<file path="config.mk">
export PLATFORM = sky130hd
export DESIGN_NAME = counter_hex_display_flat
export DESIGN_NICKNAME = d
export VERILOG_FILES = /design/src/rtl/counter_hex_display_if.sv /design/src/rtl/counter_hex_display.sv /design/src/flat_wrapper.sv
export SDC_FILE = /design/constraint.sdc
export NUM_CORES = 1
export LEC_CHECK = 0
export CELL_PAD_IN_SITES_DETAIL_PLACEMENT = 1
export CELL_PAD_IN_SITES_GLOBAL_PLACEMENT = 2
export CORE_MARGIN = 4
export CORE_UTILIZATION = 27
export CTS_BUF_LIST = sky130_fd_sc_hd__clkbuf_2
export CTS_CLUSTER_DIAMETER = 80
export CTS_CLUSTER_SIZE = 12
export DETAILED_ROUTE_END_ITERATION = 7
export PLACE_DENSITY_LB_ADDON = 0.3
export SLEW_MARGIN = 25
export SYNTH_ARGS = -nofsm -noshare
export SYNTH_HDL_FRONTEND = slang
export SYNTH_SLANG_ARGS = --single-unit
</file>
<file path="constraint.sdc">
create_clock -name clk -period 2.6 [get_ports clk]
set_input_delay 0.26 -clock clk [delete_from_list [all_inputs] [get_ports clk]]
set_output_delay 0.26 -clock clk [all_outputs]
set_load 0.03 [all_outputs]
</file>
<file path="src/rtl/counter_hex_display_if.sv">
// Control/data bundle between the switch/key logic and counter_hex_display.
// DIGITS must match the DIGITS parameter of the attached counter.
interface counter_hex_display_if #(
  parameter int DIGITS = 2
);
  logic                  enable;
  logic                  up;
  logic                  load;
  logic [4*DIGITS-1:0]   din;
  logic [4*DIGITS-1:0]   q;
  logic                  tc;
  logic [7*DIGITS-1:0]   HEX;

  modport master (
    output enable, up, load, din,
    input  q, tc, HEX
  );

  modport slave (
    input  enable, up, load, din,
    output q, tc, HEX
  );
endinterface

</file>
<file path="src/rtl/counter_hex_display.sv">
// Up/down counter with load, cascade tc and active-low 7-segment decode per digit.
// Define COUNTER_BCD_EN for decimal digits; otherwise the count is pure binary.
module counter_hex_display #(
  parameter int DIGITS = 2
) (
  input logic                   clk,
  input logic                   aclr,
  counter_hex_display_if.slave  bus
);
  localparam int W = 4 * DIGITS;

`ifdef COUNTER_BCD_EN
  localparam logic [3:0] DIG_MAX = 4'd9;
`else
  localparam logic [3:0] DIG_MAX = 4'hF;
`endif

  localparam logic [W-1:0] Q_MAX = {DIGITS{DIG_MAX}};

  logic [W-1:0]      q_r;
  logic [W-1:0]      q_step;
  logic [W-1:0]      q_next;
  logic [DIGITS-1:0] at_wrap;
  logic [DIGITS-1:0] carry;

  function automatic logic [6:0] seg7(input logic [3:0] d);
    logic [6:0] s;
    case (d)
      4'h0: s = 7'b0000001;
      4'h1: s = 7'b1001111;
      4'h2: s = 7'b0010010;
      4'h3: s = 7'b0000110;
      4'h4: s = 7'b1001100;
      4'h5: s = 7'b0100100;
      4'h6: s = 7'b0100000;
      4'h7: s = 7'b0001111;
      4'h8: s = 7'b0000000;
      4'h9: s = 7'b0000100;
      4'hA: s = 7'b0001000;
      4'hB: s = 7'b1100000;
      4'hC: s = 7'b0110001;
      4'hD: s = 7'b1000010;
      4'hE: s = 7'b0110000;
      default: s = 7'b0111000;
    endcase
    return s;
  endfunction

  // ">= DIG_MAX" also catches loaded non-decimal digits in BCD mode (A..F wrap to 0).
  genvar k;
  generate
    for (k = 0; k < DIGITS; k++) begin : g_digit
      logic [3:0] d;
      assign d = q_r[4*k +: 4];

      assign at_wrap[k] = bus.up ? (d >= DIG_MAX) : (d == 4'd0);

      if (k == 0) begin : g_lsd
        assign carry[k] = 1'b1;
      end else begin : g_upper
        assign carry[k] = &at_wrap[k-1:0];
      end

      always_comb begin
        q_step[4*k +: 4] = d;
        if (carry[k]) begin
          if (bus.up) q_step[4*k +: 4] = at_wrap[k] ? 4'd0 : d + 4'd1;
          else        q_step[4*k +: 4] = at_wrap[k] ? DIG_MAX : d - 4'd1;
        end
      end

      assign bus.HEX[7*k +: 7] = seg7(d);
    end
  endgenerate

  always_comb begin
    q_next = q_r;
    if (bus.load)        q_next = bus.din;
    else if (bus.enable) q_next = q_step;
  end

  always_ff @(posedge clk or negedge aclr) begin
    if (!aclr) q_r <= '0;
    else       q_r <= q_next;
  end

  assign bus.q  = q_r;
  assign bus.tc = bus.enable & (bus.up ? (q_r == Q_MAX) : (q_r == '0));

endmodule

</file>
<file path="src/flat_wrapper.sv">
// flat-port wrapper written by rule: the top's interface ports become plain ports
module counter_hex_display_flat 
#(
  parameter int DIGITS = 2
)
  (clk, aclr, bus_enable, bus_up, bus_load, bus_din, bus_q, bus_tc, bus_HEX);
  counter_hex_display_if #(.DIGITS(DIGITS)) bus_i ();
  input logic clk;
  input logic aclr;
  input wire logic [$bits(bus_i.enable)-1:0] bus_enable;
  input wire logic [$bits(bus_i.up)-1:0] bus_up;
  input wire logic [$bits(bus_i.load)-1:0] bus_load;
  input wire logic [$bits(bus_i.din)-1:0] bus_din;
  output wire logic [$bits(bus_i.q)-1:0] bus_q;
  output wire logic [$bits(bus_i.tc)-1:0] bus_tc;
  output wire logic [$bits(bus_i.HEX)-1:0] bus_HEX;
  assign bus_i.enable = bus_enable;
  assign bus_i.up = bus_up;
  assign bus_i.load = bus_load;
  assign bus_i.din = bus_din;
  assign bus_q = bus_i.q;
  assign bus_tc = bus_i.tc;
  assign bus_HEX = bus_i.HEX;
  counter_hex_display #(.DIGITS(DIGITS)) u_core (.clk(clk), .aclr(aclr), .bus(bus_i));
endmodule
</file>
== Word-level counts from Yosys, hierarchy flattened ==
Memories as Yosys holds them, arrays and structs flattened.
Index checks and enable logic that the tools add are counted.
Operators by class
  add/subtract/negate cells: 4
  magnitude comparators: 2
  equal/unequal tests: 1
  muxes and demuxes: 12
  bitwise logic cells: 1
  reductions and logical operators: 6
Operators with widths (number)
  4-bit two-way mux: 7
  8-bit two-way mux: 2
  4-bit by 1-bit adder with 4-bit output (second input constant): 2
  8-bit == test (second input constant): 1
  4-bit greater-or-equal comparator (second input constant): 2
  4-bit zero test: 2
  8-bit zero test: 1
  4-bit by 1-bit subtractor with 4-bit output (second input constant): 2
  2-bit nonzero test: 2
  1-bit two-way mux: 3
  2-bit AND reduction: 1
  1-bit AND: 1
Word-level totals
  register bits after elaboration: 8
  ROM bits: 224
  input port bits: 13
  output and inout bits: 23
  memories: 2
Memory list
  (no name shown): depth 16, width 7, rd ports 1, clocked after memory_dff 0, write ports 0, RTL line counter_hex_display.sv:28  | case (d)
  (no name shown): depth 16, width 7, rd ports 1, clocked after memory_dff 0, write ports 0, RTL line counter_hex_display.sv:28

== Depth between registers and ports, before layout ==
Gate-level depths: netlist (run 1).
  depth after elaboration: 7
  gate-level depth with buffers: 8
  depth with buffers taken out: 7

== Worst setup path before layout (run 1) ==
No wires, ideal clock.
  path kind: reg2out
  start: register u_core.q_r[0] (netlist: u_core.bus.q[0])
  end: output bus_tc
  data arrival time: 2.230 ns
  slack: 0.110 ns
  cell stages (with the launch flop): 7
  cell sequence: dfrtp_1 clkbuf_1 inv_1 ha_1 or4b_4 a21o_1 a21oi_1
On the way
  longest elaborated chain between the ends: 3
RTL lines
  from (decl): RTL line counter_hex_display.sv:20  | logic [W-1:0] q_r;
  from (signal assigned): RTL line counter_hex_display.sv:84  | else q_r <= q_next;
  8-bit == test or 8-bit zero test (tied branches): RTL line counter_hex_display.sv:88  | assign bus.tc = bus.enable & (bus.up ? (q_r == Q_MAX) : (q_r == '0));
  1-bit two-way mux *: RTL line counter_hex_display.sv:88
  1-bit AND *: RTL line counter_hex_display.sv:88
  to (decl): RTL line flat_wrapper.sv:15  | output wire logic [$bits(bus_i.tc)-1:0] bus_tc;
Every way passes the cells marked *; elsewhere a longest branch is shown, timed or not.

== Final worst setup path (run 1) ==
  start: register u_core.q_r[1] (netlist: u_core.bus.q[1])
  end: output bus_HEX[2]
On the way
  longest elaborated chain between the ends: 1
RTL lines
  memory read 16 x 7 bit
  to (decl): RTL line flat_wrapper.sv:16  | output wire logic [$bits(bus_i.HEX)-1:0] bus_HEX;
Every way passes these cells.

==> run metrics, run 1 <==
Final Hold Violating Endpoints 0; Clock Tree Buf Depth 2; CTS Buf Count 3; P per Cell Area approximately 460 nW/um2; Slew Limit Fails 0; RSZ-0062 raised after global routing no; register area share after synthesis 0.169; Worst setup SP type flip-flop; Final Wtd Congestion between 0.7 and 0.8; max reg flops 8; initial antenna violation count 0; Detail Route Antenna Nets 0; GRT overflow 0; Synthesized Nets roughly 180; Sink Count 8; Avg WL per Cell about 16 um; Slew @ Worst Pin about 0.74 ns; commonest non-fill, non-tap cell in the layout clkdlybuf4s50_1; Warnings, synthesis 0; die height 74.2 um; synthesized area roughly 1200 um2; Initial DRC Count 70; FMAX just over 400 MHz; Reg2Reg Setup Slack 0.44 ns; Max VDD drop 153 uV; setup TNS after final layout 0 ns; P&R area growth vs syn 37.7%; DRC viols 0; number of max-cap violations 0; status finished, final reports clean; first-pass GRT wire length 6.22 mm; H-tree levels 1; Reg2Reg Capture Point u_core.bus.q[5]; Die W around 74 um; Slowest Stage Delay on Critical Path about 0.7 ns; commonest cells after routing, fill and taps aside 30 x clkdlybuf4s50_1, 17 x o21ai_0, 15 x nand2_1, 14 x a21oi_1, 14 x ha_1; final core utilization 0.396; Post-Synthesis Cells 155; n_diodes 0; Hold Crit Class primary input to async pin; FF-to-FF Start u_core.bus.q[1]; critical-path cell list inv_1 > ha_1 > nor2b_1 > nand2_1 > o21ai_0 > clkdlybuf4s50_1; Register Area between 200 and 250 um2; slowest stage cell, crit path clkdlybuf4s50_1; Tcrit/Tclk final 0.952; Setup Skew approximately 0.0050 ns; Crit. End Element output port; Unique masters post-synth 40; Rel. slew slack 0.507; core area a little over 4000 um2; CTS tree built; dpl hpwl 2.93 mm; Root Buffer clkbuf_2; Synth Area per Inst 7.64 um2; Worst-Skew Late Latency 0.24 ns; largest net degree at the start of global routing 25; total number of vias around 1300; layout net count about 220; die area around 5500 um2; CP delay by family, top buffers and inverters; share of cells above drive strength 1 0.137; area of the multi-input gates 902 um2; Req. time, crit path approximately 2.3 ns; GRT Total Usage 0.139; Final setup viols 0; CP arrival 2.21 ns; I/O pin count 36; Filler cells 513; row count 23; Synth Register Bits 8; CP max FO 11; port bufs 35; CTS clk-pin slew, worst paths ~0.080 ns; vias per inst around 5.3; hold_buf cts 0; R2R depth 6; Pleak 0.704 nW; vias in the first global route ~1300; final WL about 3.7 mm; Starting Density 0.288; router iterations before antenna repair 4; Bufs and invs on worst path 2; minimum clock period after layout between 2 and 2.5 ns; Crit Path Category flip-flop to output port
## stage by stage
| step | cell area (um2) | hold WS [ns] | setup slack (ns) | power (mW) | instances |
|---|---|---|---|---|---|
| after floorplan | 1180 | -0.0356 | 0.110 | 0.480 | 155 |
| after global placement | 1610 | 0.565 | 0.352 | 0.671 | 237 |
| after detailed placement | 1610 | 0.567 | 0.257 | 0.680 | 237 |
| after CTS | 1620 | 0.280 | 0.00439 | 0.759 | 240 |
| after global routing | 1630 | 0.305 | 0.00665 | 0.805 | 240 |
| final | 1630 | 0.289 | 0.126 | 0.747 | 240 |
## cell families after synthesis
| family | count (synthesis) | synth area share |
|---|---|---|
| XOR/XNOR | 1 | 0.00739 |
| flip-flops | 8 | 0.169 |
| buffers and inverters | 20 | 0.0697 |
| AO/OA/AOI/OAI | 54 | 0.293 |
| multiplexers | 10 | 0.0971 |
| adder cells (fa/ha/maj) | 14 | 0.148 |
| AND/OR/NAND/NOR | 48 | 0.216 |
## report_power, final
part | internal, mW | switching (mW) | total [mW]
clock network | 0.0314 | 0.0436 | 0.0750
registers | 0.139 | 0.0407 | 0.179
logic | 0.214 | 0.279 | 0.493
total | 0.384 | 0.363 | 0.747
## worst reg2reg max path, delay by kind of cell, from the launching register on
family | cells | cell delay, ns
AO/OA/AOI/OAI | 3 | 0.64
adder cells (fa/ha/maj) | 1 | 0.24
buffers and inverters | 1 | 0.16
flip-flops | 1 | 0.50
AND/OR/NAND/NOR | 1 | 0.49
## Yosys cell counts
library cell / number / area, um2
nand2b_1: 5 / 31.3
or3_1: 2 / 12.5
clkbuf_1: 10 / 37.5
a221oi_2: 1 / 15.0
nand2_1: 15 / 56.3
o2bb2ai_1: 1 / 8.76
a22o_1: 1 / 8.76
a211oi_1: 2 / 15.0
dfrtp_1: 8 / 200
or4b_2: 1 / 10.0
a21o_1: 3 / 22.5
or4b_4: 1 / 13.8
mux4_2: 1 / 22.5
a21boi_0: 1 / 7.51
nand4_1: 2 / 12.5
a21oi_1: 14 / 70.1
o32ai_1: 1 / 8.76
or3b_2: 4 / 35.0
o21ai_0: 17 / 85.1
ha_1: 14 / 175
buf_6: 1 / 11.3
o41ai_1: 1 / 8.76
a41oi_1: 1 / 8.76
o22ai_1: 1 / 6.26
o211ai_1: 2 / 15.0
o31ai_1: 3 / 22.5
mux2_2: 2 / 22.5
nor2b_1: 3 / 18.8
a21oi_2: 1 / 8.76
o221ai_1: 1 / 8.76
and3_1: 1 / 6.26
mux2i_1: 7 / 70.1
a22oi_1: 1 / 7.51
o311a_1: 1 / 10.0
a311oi_1: 1 / 8.76
nor2_1: 8 / 30.0
inv_1: 9 / 33.8
nor3_1: 1 / 5.00
nand3_1: 5 / 25.0
xnor2_1: 1 / 8.76
## worst max-delay path by stage
stage / startpoint / slack, ns / cells past startpoint / endpoint
after global routing: u_core.bus.q[0] / 0.007 / 7 / bus_HEX[2]
after detailed placement: u_core.bus.q[1] / 0.26 / 6 / bus_HEX[3]
final: u_core.bus.q[1] / 0.13 / 6 / bus_HEX[2]
after floorplan: u_core.bus.q[0] / 0.11 / 6 / bus_tc
after global placement: u_core.bus.q[4] / 0.35 / 5 / bus_HEX[10]
after CTS: u_core.bus.q[0] / 0.004 / 7 / bus_HEX[2]
## timing repair
action / CTS / global route
endpoints found under the setup margin: 3 / 7
endpoints found under the hold margin: 0 / 0
buffers inserted: 0 / 0
gates resized for setup: 2 / 5
## layer usage
layer,part of all wire,global-route usage
met1,0.52,0.211
met2,0.44,0.214
met3,0.026,0.0135
met4,0.0067,0.0296
met5,0,0
## layout make-up
type,count,area share
clock buffer,3,0.00920
timing repair buffer,43,0.254
inverter,9,0.0207
sequential,8,0.125
tap,50,0.0383
multi-input combinational,127,0.553
Note: power is estimated with default switching activity, not from simulation.
==> run 2, diff against run 1 <==
ABC_AREA = 1   (was unset)
CORE_UTILIZATION = 25   (was 27)
==> run 2 against run 1 <==
  * Clock power grew 11%
  * First-iteration DRC count grew 8.6%
  * Synthesized area grew 4.0%
  * Core utilization shrank 4.6 points
  * Die area grew 11%
  * Via count grew 7.4%
  * Combinational power grew 71%
  * Critical path depth is the same
  * Worst hold slack lost 0.0056 ns
  * Sequential share of layout area shrank 0.40 points
  * Sequential cell count is the same
==> run metrics, run 2 <==
status finished, final reports clean; P&R area growth vs syn 35.1%; Avg WL per Cell 13.3 um (-15%); critical-path cell list inv_1 > ha_1 > ha_1 > nand2_1 > o211ai_1 > clkdlybuf4s50_1; Warnings, synthesis 0 (unchanged); area of the multi-input gates 860 um2 (-4.7%); cell mode on critical path ha_1; layout net count 263 (+20%); CTS clk-pin slew, worst paths 0.11 ns (+0.03 ns); row count 25 (+8.7%); Compound-Gate Fraction of Synth Area 0.163 (-0.129); Filler cells 639 (+25%); largest family of logic cells by synthesized area simple AND/OR/NAND/NOR gates; Post-Synth XOR/XNOR Area 0 (-0.00739); share of cells above drive strength 1 0.111 (-0.0257); minimum clock period after layout 2.44 ns (-0.0328 ns); die area 6120 um2 (+11%); core area 4750 um2 (+16%); Post-synth EDFFs 0 (unchanged); commonest non-fill, non-tap cell in the layout nand2_1; post-synth top area share 0.186 (+0.0168); Initial DRC Count 76 (+8.6%); Die W 78.2 um (+5.3%); Yosys top cell by area nand2_1; n_diodes 0 (unchanged); Final Hold Violating Endpoints 0 (unchanged); Hold Crit Class primary input to async pin; Worst setup SP type flip-flop; slowest stage cell, crit path clkdlybuf4s50_1; Slew @ Worst Pin 0.497 ns (-0.242 ns); Post-Synthesis Cells 196 (+26%); worst setup margin 0.159 ns (+0.0328 ns); ranking of synthesized cells by area nand2_1 19%, dfrtp_1 16%, ha_1 14%, nand3_1 7.7%, buf_6 6.4%; Starting Density 0.259 (-0.0287); die height 78.2 um (+5.3%); Synth Flop Type dfrtp_1; placed insts 298 (+26%); Final setup viols 0 (unchanged); Req. time, crit path 2.34 ns (about the same); Rel. slew slack 0.669 (+0.161); DRC viols 0 (unchanged); FMAX 410 MHz (+1.3%); largest net degree at the start of global routing 15 (-40%); commonest cells after routing, fill and taps aside 61 x nand2_1, 30 x clkdlybuf4s50_1, 20 x inv_1, 19 x nand3_1; worst setup path startpoint u_core.bus.q[5]; Max VDD drop 181 uV (+18%); Worst-Skew Late Latency 0.26 ns (+0.02 ns); RSZ-0062 raised after global routing no; Synth Register Bits 8 (unchanged); CP arrival 2.18 ns (-0.03 ns); Root Buffer clkbuf_2; final hold slack 0.283 ns (-0.00562 ns); initial antenna violation count 0 (unchanged); FF-to-FF Start u_core.bus.q[1]; synthesized area 1230 um2 (+4.0%); GRT overflow 0 (unchanged); Post-synth top cells 61 x nand2_1, 20 x inv_1, 19 x nand3_1, 14 x ha_1, 14 x nor2_1; first-pass GRT wire length 6.63 mm (+6.5%); Slowest Stage Delay on Critical Path 0.70 ns (about the same); setup TNS after final layout 0 ns (unchanged); Post-synth ARST share 1.00 (unchanged); max reg flops 8 (unchanged); postcts setup bufs 0 (unchanged); register area share after synthesis 0.162 (-0.00652); CTS tree built; total number of vias 1357 (+7.4%); I/O pin count 36 (unchanged); Synth Area per Inst 6.29 um2 (-18%); port bufs 35 (unchanged); final WL 4.00 mm (+6.9%); vias per inst 4.51 (-14%); top-count cell post-synth nand2_1; Non-Filler Instances 301 (+25%); pre-CTS setup slack 0.230 ns (-0.0274 ns); Synthesized Nets 223 (+23%); Design Area, Final 1670 um2 (+2.1%); Setup Skew 0.0227 ns (+0.0176 ns); Final Wtd Congestion 0.771 (-2.3%); router iterations before antenna repair 4 (unchanged); H-tree levels 1 (unchanged); number of max-cap violations 0 (unchanged); Detail Route Antenna Nets 0 (unchanged); post-synthesis mux area share 0 (-0.0971); Register Area 201 um2 (-1.2%); Clock Tree Buf Depth 2 (unchanged); Pleak 0.851 nW (+21%); post-synthesis simple-gate area fraction 0.392 (+0.175); Crit. End Element output port; Crit Path Category flip-flop to output port; dpl hpwl 3.22 mm (+9.7%); CP max FO 8 (-3); CTS Buf Count 3 (unchanged); Placed Area 1640 um2 (+2.1%); P per Cell Area 691 nW/um2 (+51%); vias in the first global route 1368 (+7.0%); Unique masters post-synth 26 (-35%); adder-cell area share of the yosys netlist 0.142 (-0.00570); Tcrit/Tclk final 0.939 (-0.0126); Slew Limit Fails 0 (unchanged); Sink Count 8 (unchanged); GRT Total Usage 0.133 (-0.00606)
## run 2: cell type report
cell class,instances,share of cell area
clock buffer,3,0.00902
tap,67,0.0503
timing repair buffer,42,0.247
inverter,25,0.0563
sequential,8,0.121
multi-input combinational,156,0.516
## run 2: cells by family after synthesis
group           count (synthesis)
simple gates                  108
compound gates                 34
buf+inv                        32
fa+ha+maj                      14
flops                           8
## run 2: critical path: cells and delay by family, from the launching register on
kind / cells / cell delay (ns)
buf+inv: 2 / 0.87
flops: 1 / 0.49
fa+ha+maj: 2 / 0.39
compound gates: 1 / 0.11
simple gates: 1 / 0.05
## run 2: path summary, 6_finish.rpt
check | slack [ns] | endpoint | cells past startpoint
max in group asynchronous | 1.99 | u_core.bus.q[3] | 1
min reg2reg | 0.67 | u_core.bus.q[4] | 2
max | 0.16 | bus_HEX[7] | 6
max reg2reg | 0.98 | u_core.bus.q[2] | 7
min | 0.28 | u_core.bus.q[7] | 1
min in group clk | 0.65 | u_core.bus.q[4] | 5
## run 2: power by group
part | switching (mW) | total [mW] | internal, mW | leakage, nW
clock network | 0.0520 | 0.0834 | 0.0315 | 0.0125
logic | 0.506 | 0.841 | 0.335 | 0.743
registers | 0.0789 | 0.227 | 0.148 | 0.0947
total | 0.637 | 1.15 | 0.515 | 0.851
## run 2: through the flow
| stage | utilization | power (mW) |
|---|---|---|
| 2_1_floorplan | - | 0.761 |
| 3_3_place_gp | 0.345 | 1.08 |
| 3_5_place_dp | 0.345 | 1.08 |
| 4_1_cts | 0.348 | 1.17 |
| 5_1_grt | 0.350 | 1.25 |
| 6_report | 0.350 | 1.15 |
## run 2: routing by layer
layer / global-route usage / vias up / wire length, um
li1: - / 717 / -
met4: 0.0367 / 0 / 29
met3: 0.0103 / 2 / 135
met1: 0.208 / 610 / 2180
met2: 0.193 / 28 / 1660
met5: 0 / - / 0
## run 2: what timing repair did
item                                    4_1_cts  5_1_grt
endpoints found under the setup margin        1        5
gates resized for setup                       1        5
hold buffers                                  0        0
